**src/rtl/keypad_pkg.sv**
```systemverilog
// rtl/keypad_pkg.sv - shared types, sizes and key numbering for the keypad scanner
package keypad_pkg;

  typedef enum logic [1:0] {SCAN, DEBOUNCE, HELD, RELEASE} scan_state_t;

  localparam int NUM_ROWS = 4;
  localparam int NUM_COLS = 4;

  function automatic logic [3:0] key_index(input logic [1:0] row, input logic [1:0] col);
    return 4'(row * NUM_COLS + col);
  endfunction

endpackage

```
**src/rtl/col_sync.sv**
```systemverilog
// rtl/col_sync.sv - two-flop synchronizer for asynchronous column inputs, resets to all-ones
module col_sync #(
  parameter int WIDTH = 4
) (
  input  logic             clk,
  input  logic             reset,
  input  logic [WIDTH-1:0] d,
  output logic [WIDTH-1:0] q
);

  logic [WIDTH-1:0] meta;

  always_ff @(posedge clk) begin
    if (reset) begin
      meta <= '1;
      q    <= '1;
    end else begin
      meta <= d;
      q    <= meta;
    end
  end

endmodule

```
**src/rtl/keypad_scanner.sv**
```systemverilog
// rtl/keypad_scanner.sv - 4x4 keypad row scanner with debounced one-hot key and press strobe
module keypad_scanner
  import keypad_pkg::*;
#(
  parameter int SCAN_CYCLES     = 50000,
  parameter int DEBOUNCE_CYCLES = 500000
) (
  input  logic        clk,
  input  logic        reset,
  input  logic [3:0]  cols,
  output logic [3:0]  rows,
  output logic [15:0] key,
  output logic [3:0]  keyCode,
  output logic        keyPress
);

  localparam int DW = $clog2(SCAN_CYCLES) + 1;
  localparam int BW = $clog2(DEBOUNCE_CYCLES) + 1;
  localparam logic [DW-1:0] DWELL_LAST = DW'(SCAN_CYCLES - 1);
  localparam logic [BW-1:0] DB_LAST    = BW'(DEBOUNCE_CYCLES - 1);

  scan_state_t state, state_n;
  logic [3:0]    cols_s;
  logic [DW-1:0] dwell, dwell_n;
  logic [BW-1:0] db, db_n;
  logic [1:0]    row_idx, row_idx_n;
  logic [1:0]    cap_col, cap_col_n;
  logic [3:0]    cap_pat, cap_pat_n;
  logic [15:0]   key_n;
  logic [3:0]    code_n;
  logic          press_n;
  logic [3:0]    low;
  logic          one_low;
  logic [1:0]    low_col;

  col_sync #(.WIDTH(NUM_COLS)) u_col_sync (
    .clk   (clk),
    .reset (reset),
    .d     (cols),
    .q     (cols_s)
  );

  assign low     = ~cols_s;
  assign one_low = (low != 4'h0) && ((low & (low - 4'h1)) == 4'h0);

  always_comb begin
    low_col = 2'd0;
    for (int c = NUM_COLS - 1; c >= 0; c--) begin
      if (low[c]) low_col = 2'(c);
    end
  end

  // row_idx is frozen outside SCAN, so it doubles as the captured row.
  always_comb begin
    state_n   = state;
    dwell_n   = dwell;
    db_n      = db;
    row_idx_n = row_idx;
    cap_col_n = cap_col;
    cap_pat_n = cap_pat;
    key_n     = key;
    code_n    = keyCode;
    press_n   = 1'b0;
    case (state)
      SCAN: begin
        if (dwell == DWELL_LAST) begin
          dwell_n = '0;
          if (one_low) begin
            state_n   = DEBOUNCE;
            db_n      = '0;
            cap_pat_n = cols_s;
            cap_col_n = low_col;
          end else begin
            row_idx_n = row_idx + 2'd1;
          end
        end else begin
          dwell_n = dwell + 1'b1;
        end
      end
      DEBOUNCE: begin
        if (cols_s != cap_pat) begin
          state_n = SCAN;
          dwell_n = '0;
        end else if (db == DB_LAST) begin
          state_n = HELD;
          db_n    = '0;
          key_n   = 16'h0001 << key_index(row_idx, cap_col);
          code_n  = key_index(row_idx, cap_col);
          press_n = 1'b1;
        end else begin
          db_n = db + 1'b1;
        end
      end
      HELD: begin
        if (cols_s == 4'hF) begin
          state_n = RELEASE;
          db_n    = '0;
        end
      end
      RELEASE: begin
        if (!cols_s[cap_col]) begin
          state_n = HELD;
          db_n    = '0;
        end else if (cols_s != 4'hF) begin
          db_n = '0;
        end else if (db == DB_LAST) begin
          state_n   = SCAN;
          key_n     = '0;
          row_idx_n = row_idx + 2'd1;
          dwell_n   = '0;
        end else begin
          db_n = db + 1'b1;
        end
      end
      default: state_n = SCAN;
    endcase
  end

  always_ff @(posedge clk) begin
    if (reset) begin
      state    <= SCAN;
      dwell    <= '0;
      db       <= '0;
      row_idx  <= 2'd0;
      cap_col  <= 2'd0;
      cap_pat  <= 4'hF;
      rows     <= 4'b1110;
      key      <= 16'h0000;
      keyCode  <= 4'h0;
      keyPress <= 1'b0;
    end else begin
      state    <= state_n;
      dwell    <= dwell_n;
      db       <= db_n;
      row_idx  <= row_idx_n;
      cap_col  <= cap_col_n;
      cap_pat  <= cap_pat_n;
      rows     <= ~(4'b0001 << row_idx_n);
      key      <= key_n;
      keyCode  <= code_n;
      keyPress <= press_n;
    end
  end

endmodule

```
**config.mk**
```make
export PLATFORM = sky130hd
export DESIGN_NAME = keypad_scanner
export DESIGN_NICKNAME = d
export VERILOG_FILES = /design/src/rtl/keypad_pkg.sv /design/src/rtl/col_sync.sv /design/src/rtl/keypad_scanner.sv
export SDC_FILE = /design/constraint.sdc
export NUM_CORES = 1
export LEC_CHECK = 0
export CORE_ASPECT_RATIO = 0.5
export CORE_MARGIN = 5
export CORE_UTILIZATION = 50
export CTS_CLUSTER_SIZE = 10
export DETAILED_ROUTE_END_ITERATION = 6
export GPL_TIMING_DRIVEN = 0
export PLACE_DENSITY = 0.75
export REMOVE_ABC_BUFFERS = 1
export SLEW_MARGIN = 20
export SYNTH_ARGS = -nofsm -noshare
export SYNTH_HDL_FRONTEND = slang
export SYNTH_SLANG_ARGS = --single-unit
```
**constraint.sdc**
```tcl
create_clock -name clk -period 2.92 [get_ports clk]
set_input_delay 0.438 -clock clk [delete_from_list [all_inputs] [get_ports clk]]
set_output_delay 0.438 -clock clk [all_outputs]
set_load 0.01 [all_outputs]
```
# Word level (Yosys, flattened, before mapping)
# Cells that the tools add are included.
[op_classes]
addsub = 5
n_lt_le_gt_ge = 1
n_eq_ne = 21
n_shift = 2
n_mux = 43
bitwise = 5
n_reduce_logical = 13
[op_table]
columns = ["cell", "count"]
rows = [
  ["20-bit 2-to-1 mux", 8],
  ["17-bit 2-to-1 mux", 5],
  ["16-bit 2-to-1 mux", 5],
  ["20-bit case mux with 4 select lines", 1],
  ["17-bit case mux with 3 select lines", 1],
  ["2-bit 2-to-1 mux", 17],
  ["16-bit case mux with 2 select lines", 1],
  ["20-bit by 1-bit adder with 20-bit output, second input constant", 1],
  ["20-bit by 19-bit == test with 1-bit output, second input constant", 1],
  ["2-bit inequality test, second input constant", 9],
  ["17-bit by 1-bit adder with 17-bit output, second input constant", 1],
  ["17-bit by 16-bit == test with 1-bit output, second input constant", 1],
  ["1-bit by 4-bit left shift with 16-bit output, first input constant", 1],
  ["6-bit AND reduction", 2],
  ["5-bit AND reduction", 2],
  ["3-bit inequality test, second input constant", 3],
  ["4-bit inequality test, second input constant", 2],
  ["4-bit inverter", 2],
  ["2-bit case mux with 4 select lines", 1],
  ["3-bit AND reduction", 2],
  ["4-bit by 2-bit adder with 4-bit output", 1],
  ["4-bit AND", 1],
  ["2-bit == test, second input constant", 2],
  ["4-bit == test, second input constant", 1],
  ["other kinds (17)", 19],
]
[word_totals]
reg_bits = 80
inputBits = 6
out_inout_bits = 25
elab_cells = 102

# Logic depth before layout (Yosys ltp)
# Gate-level depths: netlist (run 1).
[depth]
ltp_word = 10
depth_mapped = 10
ltp_nobuf = 8

# Hierarchy
# A second synthesis (run 1) with hierarchy kept.
[unflattened]
cells_unflattened = 471
area_unflattened_um2 = 3858.7
[modules_own_cells]
columns = ["module", "instances", "cells_per_inst", "area_per_inst_um2", "seq_area_each_um2"]
rows = [
  ["keypad_scanner", 1, 455, 3648.5, 1441.4],
  ["col_sync", 1, 16, 210.2, 160.2],
]

# Worst setup path before layout (run 1)
# OpenSTA, ideal clock, no wires.
[synth_path]
path_kind = "register to register"
startpoint = "register db[0]"
endpoint = "register db[13]"
arrival_ns = 1.955
required_time_ns = 2.805
path_slack_ns = 0.850
path_stages_with_launch = 9
period_less_slack_ns = 2.070
cell_sequence = "dfxtp_1 ha_1 and4_1 buf_2 nand3_2 o22a_1 o31ai_4 buf_6 nor2_1"
[synth_via]
elab_chain_cells = 5
elab_cells_between_ends = 10
cone_classes = "1 x add/sub; 2 x eq/ne; 6 x mux; 1 x reduce/logical"
[synth_rtl]
columns = ["item", "line_no", "rtl"]
rows = [
  ["start: declaration", "keypad_scanner.sv:25", "logic [BW-1:0] db, db_n;"],
  ["start signal: assignment", "keypad_scanner.sv:134", "db <= db_n;"],
  ["20-bit by 1-bit adder with 20-bit output", "keypad_scanner.sv:91, keypad_scanner.sv:112", ""],
  ["20-bit 2-to-1 mux", "keypad_scanner.sv:106", "end else if (db == DB_LAST) begin"],
  ["20-bit 2-to-1 mux", "keypad_scanner.sv:104", "end else if (cols_s != 4'hF) begin"],
  ["20-bit 2-to-1 mux", "keypad_scanner.sv:101", "if (!cols_s[cap_col]) begin"],
  ["20-bit case mux with 4 select lines", "keypad_scanner.sv:64", "case (state)"],
]
# Parallel ways exist; a longest one is shown, timed or not. The select of a mux whose other input is x is not followed.
# A chain may end at the register's enable or synchronous reset.

# Worst setup path in the final report (run 1)
[layout_path]
startpoint = "register db[0]"
endpoint = "register dwell[10]"
[layout_via]
elab_chain_cells = 3
[layout_rtl]
columns = ["item", "line_no", "rtl"]
rows = [
  ["20-bit by 19-bit == test with 1-bit output", "keypad_scanner.sv:106", ""],
  ["2-bit inequality test (no line)", "-", ""],
  ["5-bit AND reduction (no line)", "-", ""],
  ["end signal: assignment", "keypad_scanner.sv:133", "dwell <= dwell_n;"],
  ["end: declaration", "keypad_scanner.sv:24", "logic [DW-1:0] dwell, dwell_n;"],
]
# No other way between the ends.

==> Implementation_results.wiki, run 1 <==
{| class="wikitable"
! Metric !! Value
|-
| Status || complete, no violations
|-
| Root buffer selected by CTS || clkbuf_16
|-
| Worst-skew pair later-pin latency || 0.34 ns
|-
| Area after detailed placement || 4540 um^2
|-
| Horizontal die dimension || 140 um
|-
| Fin nets || 520
|-
| Mean cell area of the mapped netlist || 8.68 um^2
|-
| TNS Setup || 0 ns
|-
| Count of synthesis-stage warnings from yosys || 0
|-
| Most area-hungry cell type in the Yosys netlist || dfxtp_1
|-
| Register clock-pin slew on the reported worst setup and hold paths || 0.06 ns
|-
| Share of Yosys cell area claimed by the top area cell type || 37.7%
|-
| Share of synthesized flip-flops with an asynchronous set or reset || 0%
|-
| Cell breakdown of the critical path || ha_1 > and4_1 > nand3_2 > o31ai_2 > nand2_1 > o211ai_1 > o21ai_0
|-
| Count of hold buffers inserted by post-cts repair || 0
|-
| Global-route usage over all layers || 19.0%
|-
| Vias || 3619
|-
| Unrepaired setup endpoints after global routing || no
|-
| Worst path depth || 7
|-
| Wire length of the first global-routing pass || 16.3 mm
|-
| Y dimension of the die || 75.1 um
|-
| Crit path launch || db[0]
|-
| Num ports || 31
|-
| Crit Path Class || reg2reg
|-
| Share of layout cells above drive strength 1 || 13.6%
|-
| Synth Flop Type || dfxtp_1
|-
| Worst path required time || 3.13 ns
|-
| Final number of max-transition violations || 0
|-
| Initial core utilization || 52.1%
|-
| Gp weighted congestion || 0.838
|-
| Total wire length after detailed routing || 9.63 mm
|-
| Half-perimeter wire length after detailed placement || 6.44 mm
|-
| Inserted Diodes || 0
|-
| Worst EP arrival || 2.81 ns
|-
| Startpoint of the lowest-slack hold path || u_col_sync.meta[1]
|-
| Area Overhead vs Synth || 15.0%
|-
| Cell types occupying the most area after synthesis || dfxtp_1 38%, mux2i_1 5.2%, nor2_1 5.0%
|-
| DRC errors left || 0
|-
| Rows || 23
|-
| Leakage || 1.61 nW
|-
| Vias in the first global route || 3343
|-
| Sinks on the clock net || 80
|-
| Total power consumption of the routed design || 0.00251 W
|-
| TritonCTS clock tree || yes
|-
| Number of instances in the synthesized netlist || 489
|-
| Seq/Total Area, Yosys || 37.7%
|-
| Crit-path slowest cell || and4_1
|-
| EDFF count, synth || 0
|-
| CTS H-Tree Depth || 3
|-
| Worst slack on hold paths || 0.410 ns
|-
| Worst Skew || 0.00554 ns
|-
| Cell family contributing the most delay on the critical path || simple AND/OR/NAND/NOR gates
|-
| Min Tclk post-route || 2.60 ns
|-
| Reg2Reg Depth || 7
|-
| Netlist area before placement || 4240 um^2
|-
| First DRT Iteration DRCs || 243
|-
| Actual slew at the worst max-slew pin || 0.538 ns
|-
| Buffers added on ports || 30
|-
| Min-Delay Path Class || reg2reg
|-
| Cell area after layout || 4880 um^2
|-
| Critical path capture point type || register
|-
| Routed Antenna Nets || 0
|-
| Startpoint of the lowest-slack register-to-register path || db[0]
|-
| Maximum buffer depth of the clock tree || 2
|-
| Initial antenna violation count || 0
|-
| Leftover overflow at the end of global routing || 0
|-
| Maximum clock rate || 0.384 GHz
|-
| Core Box Area || 8140 um^2
|-
| Distinct cells, synth || 73
|-
| Pin count of the biggest net entering global routing || 35
|-
| IR Drop Worst-Case VDD || 0.372 mV
|-
| Setup Viol. Count Final || 0
|-
| Most common cell in the netlist || dfxtp_1
|-
| Final-report hold violation count || 0
|-
| Number of max-cap violations || 0
|-
| Number of synthesized register bits || 80
|-
| Share of the cycle needed by the critical path after routing || 89.1%
|-
| Worst slew margin || 63.8%
|-
| Cell depth of the worst hold path || 1
|-
| List of most frequent post-synthesis cells || 80 x dfxtp_1, 56 x nor2_1, 35 x nand2_1
|-
| Nature of the critical path startpoint || register
|-
| Power per cell area || 514 nW/um^2
|-
| Largest stage delay on the critical path || 0.41 ns
|-
| Clock buffers created by TritonCTS || 9
|-
| Mean number of vias per cell || 5.79
|-
| TritonRoute pass-1 iters || 5
|-
| Wire per inst || 15.4 um
|-
| Die footprint || 10500 um^2
|-
| Peak fanout along the critical path || 17
|-
| Count of buffer and inverter cells on the critical path || 0
|-
| Final core utilization || 59.9%
|}
per-stage QoR:
step                std cells  worst slack, ns
floorplan                 462            0.609
global placement          604           -0.995
detailed placement        605           0.0875
CTS                       621           0.0704
global route              625            0.152
finish                    625            0.319
power breakdown:
part	switching [W]	total, W	internal [W]
Clock	0.000463	0.00113	0.000665
Combinational	0.000160	0.000254	0.0000931
Sequential	0.0000192	0.00113	0.00111
state kept, by name (all words and copies together), names as in the netlist, 2 cells and up:
signal,count
keyCode,4
db,20
u_col_sync.q,4
cap_col,2
state,2
cap_pat,4
row_idx,2
u_col_sync.meta,4
rows,4
key,16
dwell,17
placed cells by master, fill, tap and decap left out, drive strengths merged, types with 15 or more instances in the layout:
cell type,synthesis,final
dfxtp,80,80
nand3,21,21
mux2i,22,22
o21ai,23,23
nor2,65,65
nand2,36,36
xnor2,16,16
clkdlybuf4s50,0,29
a21oi,34,34
nor4,15,15
cell type report:
type | instances | area [um^2]
Clock buffer | 10 | 229
Clock inverter | 6 | 70.1
Fill cell | 716 | 3270
Inverter | 13 | 48.8
Multi-Input combinational cell | 369 | 2430
Sequential cell | 80 | 1600
Tap cell | 112 | 140
Timing Repair Buffer | 35 | 358
routing by layer:
metal  GRT usage [%]  routed length, um  vias to the layer above
li1                -                  -                     1788
met1            25.3               4630                     1700
met2            30.9               4360                      118
met3            5.08                539                       13
met4            5.37                104                        0
met5               0                  0                        -
worst paths after layout:
| check | end | slack (ns) |
|---|---|---|
| hold reg to reg | u_col_sync.q[1] | 0.41 |
| setup / recovery | dwell[10] | 0.32 |
| hold / removal | u_col_sync.q[1] | 0.41 |
| setup reg to reg | dwell[10] | 0.32 |
worst reg2reg max path, stage by stage (launching register included):
cell	delay, ns
dfxtp_1	0.39
ha_1	0.24
and4_1	0.41
nand3_2	0.28
o31ai_2	0.36
nand2_1	0.40
o211ai_1	0.28
o21ai_0	0.10
kinds of logic (layout without fill, tap and decap cells):
logic type / after synthesis / in the layout / synth area share, %
DFF: 80 / 80 / 37.7
buffers and inverters: 40 / 64 / 4.98
xor gates and xnor gates: 20 / 20 / 4.31
AOI/OAI and AO/OA: 90 / 90 / 13.5
adders and majority gates: 6 / 6 / 1.77
and+or+nand+nor: 230 / 230 / 31.9
muxes: 23 / 23 / 5.72
repair_timing:
item	CTS	global route
buffers inserted	0	4
hold endpoints to repair	0	0
setup endpoints to repair	0	19
gates resized for setup	0	1
(Power assumes the default switching activity.)
==> run 2, diff against run 1 <==
Settings changed: PLACE_DENSITY 0.75 to 0.77, SKIP_CTS_REPAIR_TIMING set to 1.
==> Implementation_results.wiki, run 2 (synthesis results as in run 1) <==
{| class="wikitable"
! Metric !! Value
|-
| Worst-skew pair later-pin latency || 0.34 ns (about the same)
|-
| Leakage || 1.63 nW (was 1.61 nW)
|-
| Global-route usage over all layers || 18.3% (was 19.0%)
|-
| Number of max-cap violations || 0 (unchanged)
|-
| Fin nets || 520 (unchanged)
|-
| Y dimension of the die || 75.1 um (unchanged)
|-
| Crit Path Class || reg2reg (unchanged)
|-
| Core Box Area || 8140 um^2 (unchanged)
|-
| IR Drop Worst-Case VDD || 0.441 mV (was 0.372 mV)
|-
| Register clock-pin slew on the reported worst setup and hold paths || 0.06 ns (about the same)
|-
| Total wire length after detailed routing || 9.32 mm (was 9.63 mm)
|-
| Initial antenna violation count || 0 (unchanged)
|-
| Worst Skew || 0.00670 ns (was 0.00554 ns)
|-
| Critical path capture point type || register (unchanged)
|-
| Root buffer selected by CTS || clkbuf_16 (unchanged)
|-
| Area taken by multi-input logic gates || 2430 um^2 (unchanged)
|-
| Share of layout cells above drive strength 1 || 13.8% (was 13.6%)
|-
| Horizontal die dimension || 140 um (unchanged)
|-
| First DRT Iteration DRCs || 358 (was 243)
|-
| Cell family contributing the most delay on the critical path || simple AND/OR/NAND/NOR gates (unchanged)
|-
| Top Registers || db x20, dwell x17, key x16 (unchanged)
|-
| Actual slew at the worst max-slew pin || 0.538 ns (about the same)
|-
| Maximum clock rate || 0.394 GHz (was 0.384 GHz)
|-
| Fill cell instance count of the final layout || 727 (was 716)
|-
| Power per cell area || 521 nW/um^2 (was 514 nW/um^2)
|-
| Peak fanout along the critical path || 16 (was 17)
|-
| DRC errors left || 0 (unchanged)
|-
| Wire length of the first global-routing pass || 15.9 mm (was 16.3 mm)
|-
| Worst EP arrival || 2.75 ns (was 2.81 ns)
|-
| Count of buffer and inverter cells on the critical path || 0 (unchanged)
|-
| Status || complete, no violations (unchanged)
|-
| Nature of the critical path startpoint || register (unchanged)
|-
| Min Tclk post-route || 2.54 ns (was 2.60 ns)
|-
| Wire per inst || 14.9 um (was 15.4 um)
|-
| Min-Delay Path Class || reg2reg (unchanged)
|-
| TNS Setup || 0 ns (unchanged)
|-
| Most common cell after layout, fill and taps aside || dfxtp_1 (unchanged)
|-
| Non-filler instance count after layout || 625 (unchanged)
|-
| Largest stage delay on the critical path || 0.54 ns (was 0.41 ns)
|-
| TritonCTS clock tree || yes (unchanged)
|-
| Num ports || 31 (unchanged)
|-
| Rows || 23 (unchanged)
|-
| Half-perimeter wire length after detailed placement || 6.29 mm (was 6.44 mm)
|-
| Vias in the first global route || 3345 (was 3343)
|-
| Sinks on the clock net || 80 (unchanged)
|-
| Number of flip-flops under the largest register name || 20 (unchanged)
|-
| Leftover overflow at the end of global routing || 0 (unchanged)
|-
| Initial core utilization || 52.1% (unchanged)
|-
| Cell breakdown of the critical path || ha_1 > and4_1 > nand3_2 > nor2_4 > and3_2 > mux2i_1 > nor2_1 (was ha_1 > and4_1 > nand3_2 > o31ai_2 > nand2_1 > o211ai_1 > o21ai_0)
|-
| Mean number of vias per cell || 5.82 (was 5.79)
|-
| Pin count of the biggest net entering global routing || 31 (was 35)
|-
| Sequential cell area || 1600 um^2 (unchanged)
|-
| Die footprint || 10500 um^2 (unchanged)
|-
| Final number of max-transition violations || 0 (unchanged)
|-
| Maximum buffer depth of the clock tree || 2 (unchanged)
|-
| Crit-path slowest cell || and3_2 (was and4_1)
|-
| Inst Count DP || 605 (unchanged)
|-
| TritonRoute pass-1 iters || 4 (was 5)
|-
| Inserted Diodes || 0 (unchanged)
|-
| Routed Antenna Nets || 0 (unchanged)
|-
| Worst slew margin || 64.2% (was 63.8%)
|-
| Most flop-heavy register || db (unchanged)
|-
| Area Overhead vs Synth || 15.4% (was 15.0%)
|-
| Commonest non-fill, non-tap cells in the layout || 80 x dfxtp_1, 56 x nor2_1, 35 x nand2_1, 34 x a21oi_1, 29 x clkdlybuf4s50_1 (unchanged)
|-
| Final-report hold violation count || 0 (unchanged)
|-
| CTS H-Tree Depth || 3 (unchanged)
|-
| Clock buffers created by TritonCTS || 9 (unchanged)
|-
| Worst path required time || 3.13 ns (about the same)
|-
| Share of the cycle needed by the critical path after routing || 87.0% (was 89.1%)
|-
| Unrepaired setup endpoints after global routing || no (unchanged)
|-
| Buffers added on ports || 30 (unchanged)
|-
| Gp weighted congestion || 0.824 (was 0.838)
|-
| Setup Viol. Count Final || 0 (unchanged)
|-
| Vias || 3637 (was 3619)
|}
==> run 2: cell count changes in the layout (fill, tap and decap cells not counted) <==
cell        before  now
buf_16           0    1
buf_12           2    1
clkinvlp_4       3    0
clkbuf_1         1    0
inv_6            0    6
clkinv_4         2    0
==> run 2: area by class of cell <==
| cell class | instances | area share, % |
|---|---|---|
| multi-input cells | 369 | 49.7 |
| flip-flops and latches | 80 | 32.7 |
| inverters | 13 | 0.997 |
| well taps | 112 | 2.86 |
| clock inverters | 7 | 1.69 |
| clock buffers | 9 | 4.60 |
| repair buffers | 35 | 7.46 |
==> run 2: worst reg2reg max path, delay by kind of cell, from the launching register on <==
kind,cells,cell delay (ns)
multiplexers,1,0.27
adder cells (fa/ha/maj),1,0.21
flip-flops,1,0.40
AND/OR/NAND/NOR,5,1.53
==> run 2: report_power, final <==
part / switching [W] / internal (W) / leakage [nW] / total (W)
registers: 0.0000189 / 0.00111 / 0.647 / 0.00113
logic: 0.000158 / 0.0000940 / 0.833 / 0.000252
clock network: 0.000492 / 0.000681 / 0.152 / 0.00117
total: 0.000669 / 0.00188 / 1.63 / 0.00255
==> run 2: through the flow <==
stage,power [W],utilization (%),instance area (um^2),hold slack [ns],setup WS [ns]
after global routing,0.00264,60.1,4890,0.428,0.159
after floorplan,0.00131,-,4080,0.389,0.609
after detailed placement,0.00138,55.8,4540,0.393,0.121
final,0.00255,60.1,4890,0.407,0.380
after global placement,0.00138,55.5,4520,0.391,-0.961
after CTS,0.00255,59.6,4850,0.409,0.0985
==> run 2: path summary, 6_finish.rpt <==
| path | slack, ns | from | cells past startpoint | end |
|---|---|---|---|---|
| setup / recovery | 0.38 | db[0] | 7 | key[12] |
| setup reg to reg | 0.38 | db[0] | 7 | key[12] |
| hold reg to reg | 0.41 | u_col_sync.meta[2] | 1 | u_col_sync.q[2] |
| hold / removal | 0.41 | u_col_sync.meta[2] | 1 | u_col_sync.q[2] |
==> run 2: layer usage <==
metal | vias up | share of wire [%] | global-route usage (%)
met5 | - | 0 | 0
met4 | 0 | 1.1 | 5.80
met3 | 11 | 4.9 | 4.19
met2 | 89 | 44 | 29.2
met1 | 1740 | 50 | 25.1
li1 | 1797 | - | -
==> run 3, diff against run 2 <==
Settings changed: CTS_CLUSTER_SIZE 10 to 28, GPL_TIMING_DRIVEN 0 to not set, PLACE_DENSITY 0.77 to 0.79.
Clock period 2.92 ns to 2.04 ns, I/O delays scaled along.
==> Implementation_results.wiki, run 3 (synthesis results as in run 1) <==
{| class="wikitable"
! Metric !! Value
|-
| TritonRoute pass-1 iters || 5 (was 4)
|-
| Wire per inst || 16.2 um (was 14.9 um)
|-
| Sinks on the clock net || 80 (unchanged)
|-
| Crit path launch || dwell[0] (was db[0])
|-
| Power per cell area || 688 nW/um^2 (was 521 nW/um^2)
|-
| Pin count of the biggest net entering global routing || 44 (was 31)
|-
| Root buffer selected by CTS || clkbuf_16 (unchanged)
|-
| CTS H-Tree Depth || 3 (unchanged)
|-
| Share of layout cells above drive strength 1 || 25.9% (was 13.8%)
|-
| Y dimension of the die || 75.1 um (unchanged)
|-
| Leftover overflow at the end of global routing || 0 (unchanged)
|-
| Min-Delay Path Class || in2reg (was reg2reg)
|-
| Vias || 4034 (was 3637)
|-
| Startpoint of the lowest-slack register-to-register path || dwell[0] (was db[0])
|-
| Crit-path slowest cell || or4_4 (was and3_2)
|-
| Initial core utilization || 52.1% (unchanged)
|-
| Worst EP arrival || 2.33 ns (was 2.75 ns)
|-
| Final number of max-transition violations || 0 (unchanged)
|-
| Initial antenna violation count || 0 (unchanged)
|-
| Mean number of vias per cell || 5.90 (was 5.82)
|-
| Sequential cell area || 1610 um^2 (was 1600 um^2)
|-
| Number of max-cap violations || 0 (unchanged)
|-
| Number of flip-flops under the largest register name || 20 (unchanged)
|-
| Most common cell after layout, fill and taps aside || dfxtp_1 (unchanged)
|-
| Worst setup margin || -0.0171 ns (was 0.380 ns)
|-
| Combinational group share of total power || 12.4% (was 9.9%)
|-
| Nature of the critical path startpoint || register (unchanged)
|-
| Worst slew margin || 66.6% (was 64.2%)
|-
| Peak fanout along the critical path || 11 (was 16)
|-
| Cell breakdown of the critical path || ha_1 > and4b_1 > and4_4 > or4_4 > or4_1 > a21oi_1 (was ha_1 > and4_1 > nand3_2 > nor2_4 > and3_2 > mux2i_1 > nor2_1)
|-
| Worst slack on hold paths || 0.410 ns (was 0.407 ns)
|-
| IR Drop Worst-Case VDD || 0.714 mV (was 0.441 mV)
|-
| Startpoint of the lowest-slack hold path || reset (was u_col_sync.meta[2])
|-
| TritonCTS clock tree || yes (unchanged)
|-
| Global-route usage over all layers || 21.1% (was 18.3%)
|-
| Gp weighted congestion || 0.886 (was 0.824)
|-
| Top Registers || db x20, dwell x17, key x16 (unchanged)
|-
| Worst-skew pair later-pin latency || 0.35 ns (was 0.34 ns)
|-
| Share of the cycle needed by the critical path after routing || 101% (was 87.0%)
|-
| Vias in the first global route || 3793 (was 3345)
|-
| First DRT Iteration DRCs || 353 (was 358)
|-
| Half-perimeter wire length after detailed placement || 7.50 mm (was 6.29 mm)
|-
| Failing checks || setup timing
|-
| Maximum clock rate || 0.486 GHz (was 0.394 GHz)
|-
| Inserted Diodes || 0 (unchanged)
|-
| Routed Antenna Nets || 0 (unchanged)
|-
| Int Pwr || 0.00275 W (was 0.00188 W)
|-
| Fill cell instance count of the final layout || 620 (was 727)
|-
| Die footprint || 10500 um^2 (unchanged)
|-
| Rows || 23 (unchanged)
|-
| Fraction of power consumed by sequential logic || 43.1% (was 44.2%)
|-
| Buffers added on ports || 30 (unchanged)
|-
| Horizontal die dimension || 140 um (unchanged)
|-
| Min Tclk post-route || 2.06 ns (was 2.54 ns)
|-
| DRC errors left || 0 (unchanged)
|-
| Actual slew at the worst max-slew pin || 0.500 ns (was 0.538 ns)
|-
| Final-report hold violation count || 0 (unchanged)
|-
| Switching power of the nets || 0.000983 W (was 0.000669 W)
|-
| Worst Skew || 0.00559 ns (was 0.00670 ns)
|-
| Wire length of the first global-routing pass || 18.0 mm (was 15.9 mm)
|-
| Commonest non-fill, non-tap cells in the layout || 74 x dfxtp_1, 60 x buf_4, 56 x nor2_1, 34 x nand2_1, 34 x a21oi_1 (was 80 x dfxtp_1, 56 x nor2_1, 35 x nand2_1, 34 x a21oi_1, 29 x clkdlybuf4s50_1)
|-
| Most flop-heavy register || db (unchanged)
|-
| Worst path required time || 2.31 ns (was 3.13 ns)
|-
| Maximum buffer depth of the clock tree || 2 (unchanged)
|-
| Status || complete, but fails checks (was complete, no violations)
|-
| Critical path capture point type || register (unchanged)
|-
| Area taken by multi-input logic gates || 2510 um^2 (was 2430 um^2)
|-
| Register clock-pin slew on the reported worst setup and hold paths || 0.07 ns (was 0.06 ns)
|-
| Switching part of the total power || 26.3% (was 26.2%)
|-
| Total wire length after detailed routing || 11.1 mm (was 9.32 mm)
|-
| Largest stage delay on the critical path || 0.49 ns (was 0.54 ns)
|-
| Core Box Area || 8140 um^2 (unchanged)
|-
| Fin nets || 579 (was 520)
|-
| Clock power frac || 44.5% (was 45.9%)
|-
| Leakage || 1.93 nW (was 1.63 nW)
|-
| Total power consumption of the routed design || 0.00374 W (was 0.00255 W)
|-
| Area Overhead vs Synth || 28.0% (was 15.4%)
|-
| Unrepaired setup endpoints after global routing || yes (was no)
|-
| Setup Viol. Count Final || 1 (was 0)
|-
| Clock buffers created by TritonCTS || 9 (unchanged)
|-
| Crit Path Class || reg2reg (unchanged)
|-
| Num ports || 31 (unchanged)
|}
run 3: cell count changes in the layout (fill, tap and decap cells not counted), sizes merged:
cell | previous run | this run
buf | 6 | 65
clkinv | 0 | 1
inv | 19 | 18
run 3: routing by layer:
metal	global-route usage [%]	wire [um]	up-vias
met3	5.01	837	24
met5	0	0	-
met2	35.1	5140	172
li1	-	-	1916
met1	27.5	4920	1922
met4	7.63	210	0
run 3: final cells by class:
type / count / share of cell area [%]
clock buffers: 9 / 4.15
inverters: 13 / 0.899
multi-input cells: 369 / 46.3
clock inverters: 7 / 1.52
flip-flops and latches: 80 / 29.6
well taps: 112 / 2.58
repair buffers: 94 / 14.9
run 3: power groups by stage:
stage	clock network, W	registers, W	logic (W)
floorplan	0	0.00164	0.000236
global placement	0	0.00164	0.000411
detailed placement	0	0.00164	0.000419
CTS	0.00169	0.00161	0.000424
global route	0.00176	0.00161	0.000500
finish	0.00166	0.00161	0.000464
run 3: worst paths after layout:
check                                  endpoint  slack, ns  cells past startpoint
worst min register to register  u_col_sync.q[2]       0.41                      1
worst max register to register        dwell[12]      -0.02                      6
worst max-delay path                  dwell[12]      -0.02                      6
worst min-delay path                 cap_pat[1]       0.41                      3
run 3: stage by stage:
stage	cells	TNS [ns]	area (um^2)	setup slack, ns	util, %
floorplan	462	-6.91	4080	-0.271	-
global placement	666	0	5010	0.0194	61.5
detailed placement	666	-0.108	5010	-0.0407	61.5
CTS	682	-0.540	5310	-0.0815	65.2
global route	684	-0.325	5430	-0.0804	66.7
finish	684	-0.0171	5430	-0.0171	66.7
run 3: worst max-delay path: cells and delay by family (launching register included):
kind	cells	cell delay, ns
fa+ha+maj	1	0.20
compound gates	1	0.15
flops	1	0.31
simple gates	4	1.31
